<file path="src/rtl/dom_mul_gf2_sched_if.sv">
// Bus between the requesters (masked S-box / inversion stages) and the
// GF(2^2) multiplier scheduler. Requesters use the master modport, the
// scheduler uses the slave modport.
interface dom_mul_gf2_sched_if #(
    parameter int SHARES = 2,
    parameter int NREQ   = 4,
    parameter int LFSR_W = 32
);
    logic [NREQ-1:0]          ReqxSI;
    logic [NREQ*2*SHARES-1:0] XxDI;
    logic [NREQ*2*SHARES-1:0] YxDI;
    logic [NREQ-1:0]          GntxSO;
    logic                     ReadyxSO;
    logic [2*SHARES-1:0]      QxDO;
    logic [NREQ-1:0]          QValidxSO;
    logic [LFSR_W-1:0]        SeedxDI;
    logic                     SeedLdxSI;

    modport master (
        output ReqxSI, XxDI, YxDI, SeedxDI, SeedLdxSI,
        input  GntxSO, ReadyxSO, QxDO, QValidxSO
    );

    modport slave (
        input  ReqxSI, XxDI, YxDI, SeedxDI, SeedLdxSI,
        output GntxSO, ReadyxSO, QxDO, QValidxSO
    );
endinterface

</file>
<file path="src/rtl/dom_mul_gf2_sched.sv">
// dom_mul_gf2_sched: time-multiplexes one pipelined DOM GF(2^2) multiplier
// among NREQ requesters. Granted operand shares are registered together with
// fresh randomness from an internal Galois LFSR; the masked product returns
// to its owner exactly two edges after the grant cycle.
// GF(2^2) uses the polynomial basis with x^2 = x + 1; element bit 1 is the
// coefficient of x. Share s of an operand occupies bits [2s+1:2s].
// Optional feature: define DOM_MUL_SCHED_RR_EN for round-robin arbitration;
// without it the lowest requesting index wins.

// Pipelined domain-oriented masked multiplier in GF(2^2).
module shared_mul_gf2 #(
    parameter int SHARES    = 2,
    parameter int PIPELINED = 1
) (
    input  logic                          ClkxCI,
    input  logic                          RstxRI,
    input  logic [2*SHARES-1:0]           XxDI,
    input  logic [2*SHARES-1:0]           YxDI,
    input  logic [SHARES*(SHARES-1)-1:0]  ZxDI,
    output logic [2*SHARES-1:0]           QxDO
);
    function automatic logic [1:0] gfMul(input logic [1:0] a, input logic [1:0] b);
        return {(a[1] & b[1]) ^ (a[1] & b[0]) ^ (a[0] & b[1]),
                (a[1] & b[1]) ^ (a[0] & b[0])};
    endfunction

    // Position of the shared random for unordered share pair (i,j).
    function automatic int pairIdx(input int i, input int j);
        int lo;
        int hi;
        lo = (i < j) ? i : j;
        hi = (i < j) ? j : i;
        return lo * SHARES - (lo * (lo + 1)) / 2 + (hi - lo - 1);
    endfunction

    logic [1:0] termD [SHARES][SHARES];
    logic [1:0] termQ [SHARES][SHARES];

    // Inner-domain products and cross-domain products blinded with Z.
    always_comb begin
        termD = '{default: '0};
        for (int i = 0; i < SHARES; i++) begin
            for (int j = 0; j < SHARES; j++) begin
                if (i == j) begin
                    termD[i][j] = gfMul(XxDI[2*i +: 2], YxDI[2*i +: 2]);
                end else begin
                    termD[i][j] = gfMul(XxDI[2*i +: 2], YxDI[2*j +: 2])
                                ^ ZxDI[2*pairIdx(i, j) +: 2];
                end
            end
        end
    end

    generate
        if (PIPELINED != 0) begin : gPipe
            // Register every term before recombination so blinded cross terms never glitch together.
            always_ff @(posedge ClkxCI or posedge RstxRI) begin
                if (RstxRI) begin
                    termQ <= '{default: '0};
                end else begin
                    termQ <= termD;
                end
            end
        end else begin : gComb
            // Combinational variant, kept for drop-in compatibility.
            always_comb begin
                termQ = termD;
            end
        end
    endgenerate

    // Each output share is the XOR of its own domain's registered terms.
    always_comb begin
        QxDO = '0;
        for (int i = 0; i < SHARES; i++) begin
            for (int j = 0; j < SHARES; j++) begin
                QxDO[2*i +: 2] = QxDO[2*i +: 2] ^ termQ[i][j];
            end
        end
    end
endmodule

module dom_mul_gf2_sched #(
    parameter int                SHARES     = 2,
    parameter int                NREQ       = 4,
    parameter int                LFSR_W     = 32,
    parameter logic [LFSR_W-1:0] LFSR_POLY  = 32'h80200003,
    parameter logic [LFSR_W-1:0] LFSR_INIT  = 32'hACE1_2468,
    parameter int                WARMUP_CYC = 16
) (
    input  logic                 ClkxCI,
    input  logic                 RstxRI,
    dom_mul_gf2_sched_if.slave   bus
);
    localparam int SW = 2 * SHARES;
    localparam int ZW = SHARES * (SHARES - 1);
    localparam int TW = $clog2(NREQ);
    localparam int CW = $clog2(WARMUP_CYC + 1);
    localparam logic [CW-1:0] CNT_RELOAD = CW'(WARMUP_CYC - 1);

    typedef enum logic {WARMUP, RUN} stateT;

    stateT             stateQ;
    logic [CW-1:0]     cntQ;
    logic              readyQ;
    logic [LFSR_W-1:0] lfsrQ;

    logic [NREQ-1:0]   reqEff;
    logic              gntValid;
    logic [TW-1:0]     gntIdx;
    logic [SW-1:0]     xSel;
    logic [SW-1:0]     ySel;

    logic [SW-1:0]     xQ;
    logic [SW-1:0]     yQ;
    logic [ZW-1:0]     zQ;
    logic [TW-1:0]     tag1Q;
    logic              v1Q;
    logic [TW-1:0]     tag2Q;
    logic              v2Q;
    logic [SW-1:0]     mulQ;

`ifdef DOM_MUL_SCHED_RR_EN
    logic [TW-1:0]     ptrQ;

    // Round-robin pick: search upward from the pointer, wrapping at NREQ.
    always_comb begin
        int c;
        c        = 0;
        reqEff   = (stateQ == RUN && !bus.SeedLdxSI) ? bus.ReqxSI : '0;
        gntValid = 1'b0;
        gntIdx   = '0;
        for (int k = 0; k < NREQ; k++) begin
            c = int'(ptrQ) + k;
            if (c >= NREQ) begin
                c = c - NREQ;
            end
            if (!gntValid && reqEff[c]) begin
                gntValid = 1'b1;
                gntIdx   = c[TW-1:0];
            end
        end
    end

    // Advance the pointer past the requester just served.
    always_ff @(posedge ClkxCI or posedge RstxRI) begin
        if (RstxRI) begin
            ptrQ <= '0;
        end else if (gntValid) begin
            ptrQ <= (gntIdx == TW'(NREQ - 1)) ? '0 : gntIdx + TW'(1);
        end
    end
`else
    // Fixed priority pick: lowest requesting index wins.
    always_comb begin
        reqEff   = (stateQ == RUN && !bus.SeedLdxSI) ? bus.ReqxSI : '0;
        gntValid = 1'b0;
        gntIdx   = '0;
        for (int r = 0; r < NREQ; r++) begin
            if (!gntValid && reqEff[r]) begin
                gntValid = 1'b1;
                gntIdx   = r[TW-1:0];
            end
        end
    end
`endif

    // Route the granted requester's shares; all-zero when nobody is granted.
    always_comb begin
        xSel = '0;
        ySel = '0;
        for (int r = 0; r < NREQ; r++) begin
            if (gntValid && gntIdx == TW'(r)) begin
                xSel = bus.XxDI[r*SW +: SW];
                ySel = bus.YxDI[r*SW +: SW];
            end
        end
    end

    assign bus.GntxSO = gntValid ? (NREQ'(1) << gntIdx) : '0;

    // Warm-up / run control; a reseed always forces a fresh warm-up.
    always_ff @(posedge ClkxCI or posedge RstxRI) begin
        if (RstxRI) begin
            stateQ <= WARMUP;
            cntQ   <= CNT_RELOAD;
            readyQ <= 1'b0;
        end else begin
            case (stateQ)
                WARMUP: begin
                    if (bus.SeedLdxSI) begin
                        cntQ <= CNT_RELOAD;
                    end else if (cntQ == '0) begin
                        stateQ <= RUN;
                        readyQ <= 1'b1;
                    end else begin
                        cntQ <= cntQ - CW'(1);
                    end
                end
                RUN: begin
                    if (bus.SeedLdxSI) begin
                        stateQ <= WARMUP;
                        cntQ   <= CNT_RELOAD;
                        readyQ <= 1'b0;
                    end
                end
                default: begin
                    stateQ <= WARMUP;
                    cntQ   <= CNT_RELOAD;
                    readyQ <= 1'b0;
                end
            endcase
        end
    end

    // Galois LFSR for mask randomness; a zero seed would lock it, so fall back to the init value.
    always_ff @(posedge ClkxCI or posedge RstxRI) begin
        if (RstxRI) begin
            lfsrQ <= LFSR_INIT;
        end else if (bus.SeedLdxSI) begin
            lfsrQ <= (bus.SeedxDI == '0) ? LFSR_INIT : bus.SeedxDI;
        end else begin
            lfsrQ <= (lfsrQ >> 1) ^ (lfsrQ[0] ? LFSR_POLY : '0);
        end
    end

    // Stage 1: capture granted operands with the grant cycle's randomness.
    always_ff @(posedge ClkxCI or posedge RstxRI) begin
        if (RstxRI) begin
            xQ    <= '0;
            yQ    <= '0;
            zQ    <= '0;
            tag1Q <= '0;
            v1Q   <= 1'b0;
        end else begin
            xQ    <= xSel;
            yQ    <= ySel;
            zQ    <= gntValid ? lfsrQ[ZW-1:0] : '0;
            tag1Q <= gntIdx;
            v1Q   <= gntValid;
        end
    end

    // Stage 2: delay owner tag alongside the multiplier's internal registers.
    always_ff @(posedge ClkxCI or posedge RstxRI) begin
        if (RstxRI) begin
            tag2Q <= '0;
            v2Q   <= 1'b0;
        end else begin
            tag2Q <= tag1Q;
            v2Q   <= v1Q;
        end
    end

    shared_mul_gf2 #(
        .SHARES    (SHARES),
        .PIPELINED (1)
    ) uMul (
        .ClkxCI (ClkxCI),
        .RstxRI (RstxRI),
        .XxDI   (xQ),
        .YxDI   (yQ),
        .ZxDI   (zQ),
        .QxDO   (mulQ)
    );

    assign bus.QxDO      = v2Q ? mulQ : '0;
    assign bus.QValidxSO = v2Q ? (NREQ'(1) << tag2Q) : '0;
    assign bus.ReadyxSO  = readyQ;
endmodule

</file>
<file path="src/flat_wrapper.sv">
// flat-port wrapper written by rule: the top's interface ports become plain ports
module dom_mul_gf2_sched_flat 
#(
    parameter int                SHARES     = 2,
    parameter int                NREQ       = 4,
    parameter int                LFSR_W     = 32,
    parameter logic [LFSR_W-1:0] LFSR_POLY  = 32'h80200003,
    parameter logic [LFSR_W-1:0] LFSR_INIT  = 32'hACE1_2468,
    parameter int                WARMUP_CYC = 16
)
  (ClkxCI, RstxRI, bus_ReqxSI, bus_XxDI, bus_YxDI, bus_SeedxDI, bus_SeedLdxSI, bus_GntxSO, bus_ReadyxSO, bus_QxDO, bus_QValidxSO);
  dom_mul_gf2_sched_if #(.SHARES(SHARES), .NREQ(NREQ), .LFSR_W(LFSR_W)) bus_i ();
  input  logic ClkxCI;
  input  logic RstxRI;
  input wire logic [$bits(bus_i.ReqxSI)-1:0] bus_ReqxSI;
  input wire logic [$bits(bus_i.XxDI)-1:0] bus_XxDI;
  input wire logic [$bits(bus_i.YxDI)-1:0] bus_YxDI;
  input wire logic [$bits(bus_i.SeedxDI)-1:0] bus_SeedxDI;
  input wire logic [$bits(bus_i.SeedLdxSI)-1:0] bus_SeedLdxSI;
  output wire logic [$bits(bus_i.GntxSO)-1:0] bus_GntxSO;
  output wire logic [$bits(bus_i.ReadyxSO)-1:0] bus_ReadyxSO;
  output wire logic [$bits(bus_i.QxDO)-1:0] bus_QxDO;
  output wire logic [$bits(bus_i.QValidxSO)-1:0] bus_QValidxSO;
  assign bus_i.ReqxSI = bus_ReqxSI;
  assign bus_i.XxDI = bus_XxDI;
  assign bus_i.YxDI = bus_YxDI;
  assign bus_i.SeedxDI = bus_SeedxDI;
  assign bus_i.SeedLdxSI = bus_SeedLdxSI;
  assign bus_GntxSO = bus_i.GntxSO;
  assign bus_ReadyxSO = bus_i.ReadyxSO;
  assign bus_QxDO = bus_i.QxDO;
  assign bus_QValidxSO = bus_i.QValidxSO;
  dom_mul_gf2_sched #(.SHARES(SHARES), .NREQ(NREQ), .LFSR_W(LFSR_W), .LFSR_POLY(LFSR_POLY), .LFSR_INIT(LFSR_INIT), .WARMUP_CYC(WARMUP_CYC)) u_core (.ClkxCI(ClkxCI), .RstxRI(RstxRI), .bus(bus_i));
endmodule
</file>
<file path="config.mk">
export PLATFORM = sky130hd
export DESIGN_NAME = dom_mul_gf2_sched_flat
export DESIGN_NICKNAME = d
export VERILOG_FILES = /design/src/rtl/dom_mul_gf2_sched_if.sv /design/src/rtl/dom_mul_gf2_sched.sv /design/src/flat_wrapper.sv
export SDC_FILE = /design/constraint.sdc
export NUM_CORES = 1
export LEC_CHECK = 0
export ABC_AREA = 0
export CORE_ASPECT_RATIO = 0.9
export CORE_MARGIN = 2
export CORE_UTILIZATION = 48
export CTS_BUF_LIST = sky130_fd_sc_hd__clkbuf_8
export DETAILED_ROUTE_END_ITERATION = 6
export DONT_BUFFER_PORTS = 1
export PLACE_DENSITY_LB_ADDON = 0.3
export SKIP_LAST_GASP = 1
export SYNTH_ARGS = -nofsm -noshare
export SYNTH_HDL_FRONTEND = slang
export SYNTH_SLANG_ARGS = --single-unit
</file>
<file path="constraint.sdc">
create_clock -name ClkxCI -period 3.8 [get_ports ClkxCI]
set_input_delay 0.19 -clock ClkxCI [delete_from_list [all_inputs] [get_ports ClkxCI]]
set_output_delay 0.19 -clock ClkxCI [all_outputs]
set_load 0.1 [all_outputs]
</file>
==> impl_metrics.toml, run 1 <==
[status]
status = "complete, no violations"

[clock_tree]
cts-buffers-inserted = 9
cts_max_path_buffers = 2
cts_tree = "built"
cts.sinks = 63
cts_root_buf = "clkbuf_8"
htreeDepth = 3
clock_latency_ns = 0.33
path_clk_slew_ns = 0.06
post_cts_resized = 0

[critical_path]
cp_slowest_stage_delay_ns = 0.77
crit_chain = "nor2b_2 > nand3_2 > inv_1 > a222oi_1 > nand2_1 > dlygate4sd3_1"
crit_path_end_kind = "flop"
path_max_fanout = 10
worst-setup-path-type = "flop to flop"
required_ns = 4.07
critPathSlowestCell = "inv_1"
critPathArrivalTime_ns = 2.80
cp-start-kind = "flop"
path_depth = 6
crit_family = "buffers and inverters"
crit_buf_inv = 2
worstRegToRegCells = 6

[sta]
finClkSkew_ns = 0.005204
slew_violations = 0
final.period_utilization_pct = 66.37
fin_setup_tns_ns = 0
hold_viol = 0
fmaxAchievable_mhz = 396.5
setup_violations = 0
fin_ws_ns = 1.278
grt_setup_unrepaired = "no"
relSlewSlack_pct = 29.92
tightestPinTransition_ns = 1.050
min_period_ns = 2.522

[worst_hold_path]
hp-class = "primary input to flop"
min_path_cells = 2

[floorplan]
start_util_pct = 50.00
num_io_pins = 84
die_y_um = 77.06
die-area_sq_um = 6563
die_x_um = 85.18
core-area_sq_um = 5693
rows = 26

[synthesis]
synthTopCellsByCount = "dfrtp_1 (46), nor2_1 (23), inv_1 (21)"
synth_xor_area_share_pct = 4.923
synth_fp_nets = 325
synthAdderAreaFrac_pct = 0.4396
synth_ff_type = "dfrtp_1"
synth_simple_gate_area_share_pct = 14.33
ys.warnings.count = 0
synthDominantCellAreaShare_pct = 40.44
synthMuxAreaShare_pct = 8.264
synth_edf_count = 0
ys_seq_elements = 63
synthTopCellsByArea = "dfrtp_1 (40%), dfstp_2 (16%), mux2_2 (7.9%)"
syn_area_per_cell_sq_um = 11.25
synthCells = 253
synth_seq_area_share_pct = 56.13
synth_top_family_by_area = "simple AND/OR/NAND/NOR gates"
synth_cell_types = 41
synthArstFlopShare_pct = 100.0
synth_compound_area_share_pct = 10.99
synthesis.area_sq_um = 2846
yosysMostFrequentCell = "dfrtp_1"
yosysTopAreaCell = "dfrtp_1"

[drt]
drt-vias-per-instance = 5.587
wl_per_cell_um = 16.72
drc = 0
ant_nets = 0
drtPass1Iterations = 7
wl_mm = 6.270
via_count = 2095
drt_iter0_drc = 195

[power_and_ir_drop]
vdd.ir_drop.worst_uv = 269.9
power.density_nw_per_um2 = 405.5
p_leak_nw = 1.596

[final_layout]
syn_to_final_growth_pct = 24.88
diodes = 0
fin_util_pct = 62.44
seqCellArea_sq_um = 1598
fill_cells = 446
drive_above_1_share_pct = 21.64
multi_input_area_sq_um = 1116
final_nets = 372

[placed_design]
hpwl_mm = 4.004
place.gp.congestion = 0.8090
dp_slack_ns = 1.809
port_buffers = 0

[grt]
grt_pass1_wl_mm = 10.41
antenna_found_initial = 0
grt_max_degree = 49
grt_pass1_vias = 2161
grt_usage_pct = 20.76
grt_overflow = 0

[run]
drv_cap = 0
==> path summary, 6_finish.rpt <==
| path | slack (ns) | endpoint | startpoint |
|---|---|---|---|
| worst max register to register | 1.28 | u_core.yQ[2] | u_core.stateQ |
| worst min-delay path | 0.02 | u_core.xQ[3] | bus_XxDI[3] |
| worst min register to register | 0.35 | u_core.tag2Q[1] | u_core.tag1Q[1] |
| min in group asynchronous | 0.27 | u_core.uMul.termQ[7] | RstxRI |
| max in group asynchronous | 2.64 | u_core.lfsrQ[2] | RstxRI |
| worst max-delay path | 1.28 | u_core.yQ[2] | u_core.stateQ |
==> cell families (layout without fill, tap and decap cells) <==
| kind of cell | Yosys count | in the layout |
|---|---|---|
| buffers and inverters | 31 | 83 |
| xor gates and xnor gates | 16 | 16 |
| muxes | 21 | 21 |
| and+or+nand+nor | 78 | 78 |
| adders and majority gates | 1 | 1 |
| DFF | 63 | 63 |
| AOI/OAI and AO/OA | 43 | 43 |
==> cell usage in the layout (no fill, tap or decap), types with 2 or more instances in the layout <==
cell           netlist  routed
nor2_1              23      22
and2_1               7       7
a31oi_1             13      13
and3_1               2       2
inv_1               21      21
mux2_2              20      20
dfstp_2             17      17
a211oi_1             2       2
xnor2_1              9       9
a222oi_1             8       8
and3b_1              2       2
nand2b_1             6       6
dlygate4sd3_1        0      41
clkinv_2             0       2
nor4_1               7       7
a32oi_1              2       2
buf_4                1       4
clkbuf_8             0      12
a22o_1               2       2
nand4_1              2       2
dfrtp_1             46      46
o21ai_0              5       5
a21oi_1              5       5
xor2_1               7       7
nand2_1             20      20
a41oi_1              2       2
nor3_1               2       2
==> metal layers <==
layer  vias to the layer above  global-route usage, %  part of all wire, %
li1                        984                      -                    -
met1                      1031                  26.38                   42
met2                        65                  32.97                   50
met3                        15                  7.104                  5.0
met4                         0                  7.460                  2.3
met5                         -                      0                    0
==> through the flow <==
step | hold WS (ns) | power [mW] | cells | cell area [sq um]
final | 0.01519 | 1.442 | 375 | 3555
after global placement | 0.04537 | 0.8189 | 318 | 2935
after global routing | 0.001842 | 1.510 | 375 | 3555
after floorplan | 0.2974 | 0.8135 | 253 | 2846
after detailed placement | 0.04889 | 0.8227 | 318 | 2935
after CTS | 0.001026 | 1.452 | 373 | 3535
==> area by class of cell <==
class	count	area share [%]
multi-input combinational	159	31.40
timing repair buffer	46	13.09
sequential	63	44.95
clock buffer	12	4.646
tap	70	2.464
inverter	21	2.218
clock inverter	4	1.232
==> worst reg2reg max path, cell delays in order, from the launching register on <==
cell and delay (ns):
dfrtp_1 0.39, nor2b_2 0.24, nand3_2 0.21, inv_1 0.77, a222oi_1 0.22, nand2_1 0.10
dlygate4sd3_1 0.54
==> where the power goes <==
group          switching [mW]  leakage (nW)  internal, mW  total (mW)
sequential             0.0183         0.771         0.722       0.740
clock                   0.239         0.114         0.352       0.591
combinational          0.0467         0.711        0.0633       0.110
==> flip-flops by register name, summed over array words and instances, names as in the netlist, 2 cells and up <==
signal	count
u_core.tag2Q	2
u_core.zQ	2
u_core.xQ	4
u_core.tag1Q	2
u_core.yQ	4
u_core.lfsrQ	32
u_core.uMul.termQ	8
u_core.cntQ	5
==> timing repair <==
item / CTS / global route
endpoints found under the setup margin: 0 / 0
setup buffers: 0 / 0
hold endpoints to repair: 52 / 2
hold buffers: 39 / 2
Power figures use the tool's default switching activity.
==> run 2: changes to the inputs <==
Settings changed: ABC_AREA 0 to 1.
Clock period 3.8 ns to 2.6 ns, I/O delays scaled along.
==> impl_metrics.toml, run 2 <==
[critical_path]
crit_path_end_kind = "flop"
path_max_fanout = 10
required_ns = 2.86
crit_path_end = "u_core.xQ[1]"
crit_family = "buffers and inverters"
cp_slowest_stage_delay_ns = 0.56
crit_buf_inv = 3
crit_start = "u_core.stateQ"
cp-start-kind = "flop"
crit_chain = "inv_2 > nor2_8 > nand2_1 > nand3_1 > inv_2 > nand2_1 > nand3b_1 > dlygate4sd3_1"
worst-setup-path-type = "flop to flop"
r2r_end = "u_core.xQ[1]"
worstRegToRegCells = 8
r2r_setup_slack_ns = 0.40
critPathSlowestCell = "dlygate4sd3_1"
path_depth = 8
reg2reg_from = "u_core.stateQ"
critPathArrivalTime_ns = 2.46

[placed_design]
place.gp.congestion = 0.8417
hpwl_mm = 4.363
port_buffers = 0
placed_area_sq_um = 3301

[drt]
wl_per_cell_um = 12.44
wl_mm = 6.545
drtPass1Iterations = 4
drt-vias-per-instance = 4.800
ant_nets = 0
drc = 0
drt_iter0_drc = 139
via_count = 2525

[grt]
antenna_found_initial = 0
grt_overflow = 0
grt_pass1_vias = 2467
grt_pass1_wl_mm = 10.88
grt_max_degree = 40
grt_usage_pct = 20.54

[power_and_ir_drop]
power.density_nw_per_um2 = 603.1
p_leak_nw = 1.908
p_seq_share_pct = 44.9
vdd.ir_drop.worst_uv = 338.1
combPwrFrac_pct = 7.2
pwr-share-clk_pct = 47.9
p_switching_mw = 0.4749
intPower_mw = 1.913
switching_share_pct = 19.88

[clock_tree]
cts_max_path_buffers = 2
path_clk_slew_ns = 0.07
htreeDepth = 3
cts-buffers-inserted = 9
clock_latency_ns = 0.33
cts_tree = "built"
cts.sinks = 63
cts_setup_buffers = 0
cts_root_buf = "clkbuf_8"

[floorplan]
core-area_sq_um = 6115
start_util_pct = 49.70
rows = 27
die_y_um = 79.49
die_x_um = 87.88
die-area_sq_um = 6985
num_io_pins = 84

[synthesis]
synth_seq_area_share_pct = 52.57
synthDominantCellAreaShare_pct = 37.88
ys_seq_elements = 63
synth_xor_area_share_pct = 4.323
synthArstFlopShare_pct = 100.0
synth_ff_type = "dfrtp_1"
synthMuxAreaShare_pct = 0
synth_simple_gate_area_share_pct = 35.49
synthAdderAreaFrac_pct = 0.4117
syn_area_per_cell_sq_um = 7.998
yosysMostFrequentCell = "nand2_1"
synthesis.area_sq_um = 3039
synth_compound_area_share_pct = 2.017
synthCells = 380
synthTopCellsByCount = "nand2_1 (143), nor2_1 (67), dfrtp_1 (46)"
synth_fp_nets = 452
synth_cell_types = 27
ys.warnings.count = 0
synth_top_family_by_area = "simple AND/OR/NAND/NOR gates"
synth_edf_count = 0
yosysTopAreaCell = "dfrtp_1"
synthTopCellsByArea = "dfrtp_1 (38%), nand2_1 (18%), dfstp_2 (15%)"

[sta]
relSlewSlack_pct = 18.04
grt_setup_unrepaired = "no"
slew_violations = 0
hold_viol = 0
min_period_ns = 2.198
fmaxAchievable_mhz = 454.9
setup_violations = 0
fin_setup_tns_ns = 0
final.period_utilization_pct = 84.55
tightestPinTransition_ns = 1.225
finClkSkew_ns = 0.005419

[final_layout]
drive_above_1_share_pct = 17.31
max_flop_register = "u_core.lfsrQ"
final_common_cell = "nand2_1"
diodes = 0
final_nets = 506
syn_to_final_growth_pct = 30.30
final_cell_mix = "nand2_1 (143), nor2_1 (63), dfrtp_1 (46), dlygate4sd3_1 (38), inv_1 (20)"
top_regs = "u_core.lfsrQ x32, u_core.uMul.termQ x8, u_core.cntQ x5"
final_cell_area_sq_um = 3960
largest_reg_flops = 32

[worst_hold_path]
hp-class = "primary input to flop"

[status]
status = "complete, no violations"

[run]
drv_cap = 0
[run 2: changes by cell type after synthesis, sizes merged, moves of 6 or more]
cell    previous run  this run
a31oi             13         0
a222oi             8         0
nand2b             6         0
mux2              20         0
or2                2        16
nand2             20       143
nor2              23        69
nor4               8         0
nand3              1        10
and2               7         0
nand3b             0        10
[run 2: how the worst min path moves through the flow]
stage	from	endpoint	slack [ns]	depth (start not counted)
floorplan	bus_SeedxDI[12]	u_core.lfsrQ[12]	0.25	2
global placement	RstxRI	u_core.lfsrQ[28]	0.04	1
detailed placement	RstxRI	u_core.lfsrQ[24]	0.04	1
CTS	bus_ReqxSI[0]	u_core.tag1Q[0]	0.01	2
global route	bus_SeedxDI[22]	u_core.lfsrQ[22]	0.02	3
finish	bus_SeedxDI[26]	u_core.lfsrQ[26]	0.03	3
[run 2: logic make-up after synthesis]
logic type | after synthesis
AND/OR/NAND/NOR | 254
flip-flops | 63
buffers and inverters | 36
XOR/XNOR | 15
AO/OA/AOI/OAI | 11
adder cells (fa/ha/maj) | 1
[run 2: tightest hold or removal path: stages]
cell and delay [ns]:
or2_2 0.08, nor2_1 0.04, nor2_1 0.07
[run 2: timing repair]
item,CTS,global route
hold buffers,38,0
endpoints found under the hold margin,61,0
resized for setup,0,0
[run 2: power groups by stage]
stage,Sequential [mW],Combinational [mW],Clock [mW]
floorplan,1.09,0.107,0
global placement,1.09,0.124,0
detailed placement,1.09,0.128,0
CTS,1.07,0.172,1.17
global route,1.07,0.199,1.21
finish,1.07,0.172,1.14
[run 2: routing by layer]
metal  up-vias  share of wire, %  GRT usage (%)
li1       1260                 -              -
met1      1179                44          25.87
met2        72                47          32.42
met3        14               5.9          6.412
met4         0               2.2          9.231
met5         -                 0              0
[run 2: cell type report]
| class | count | area [sq um] |
|---|---|---|
| clock inverters | 5 | 127.6 |
| multi-input cells | 281 | 1314 |
| fillers | 485 | 2155 |
| inverters | 26 | 97.59 |
| flip-flops and latches | 63 | 1598 |
| repair buffers | 53 | 563.0 |
| well taps | 87 | 108.9 |
| clock buffers | 11 | 151.4 |
[run 2: metrics by stage]
stage | std cells | power (mW) | hold WS, ns | setup slack [ns] | util (%)
4_1_cts | 526 | 2.414 | 0.01026 | 0.4281 | 64.76
6_report | 526 | 2.388 | 0.02523 | 0.4018 | 64.76
5_1_grt | 526 | 2.486 | 0.01746 | 0.2642 | 64.76
3_5_place_dp | 472 | 1.216 | 0.04008 | 1.001 | 53.98
2_1_floorplan | 380 | 1.193 | 0.2466 | -0.01221 | -
3_3_place_gp | 472 | 1.210 | 0.04114 | 1.062 | 53.98
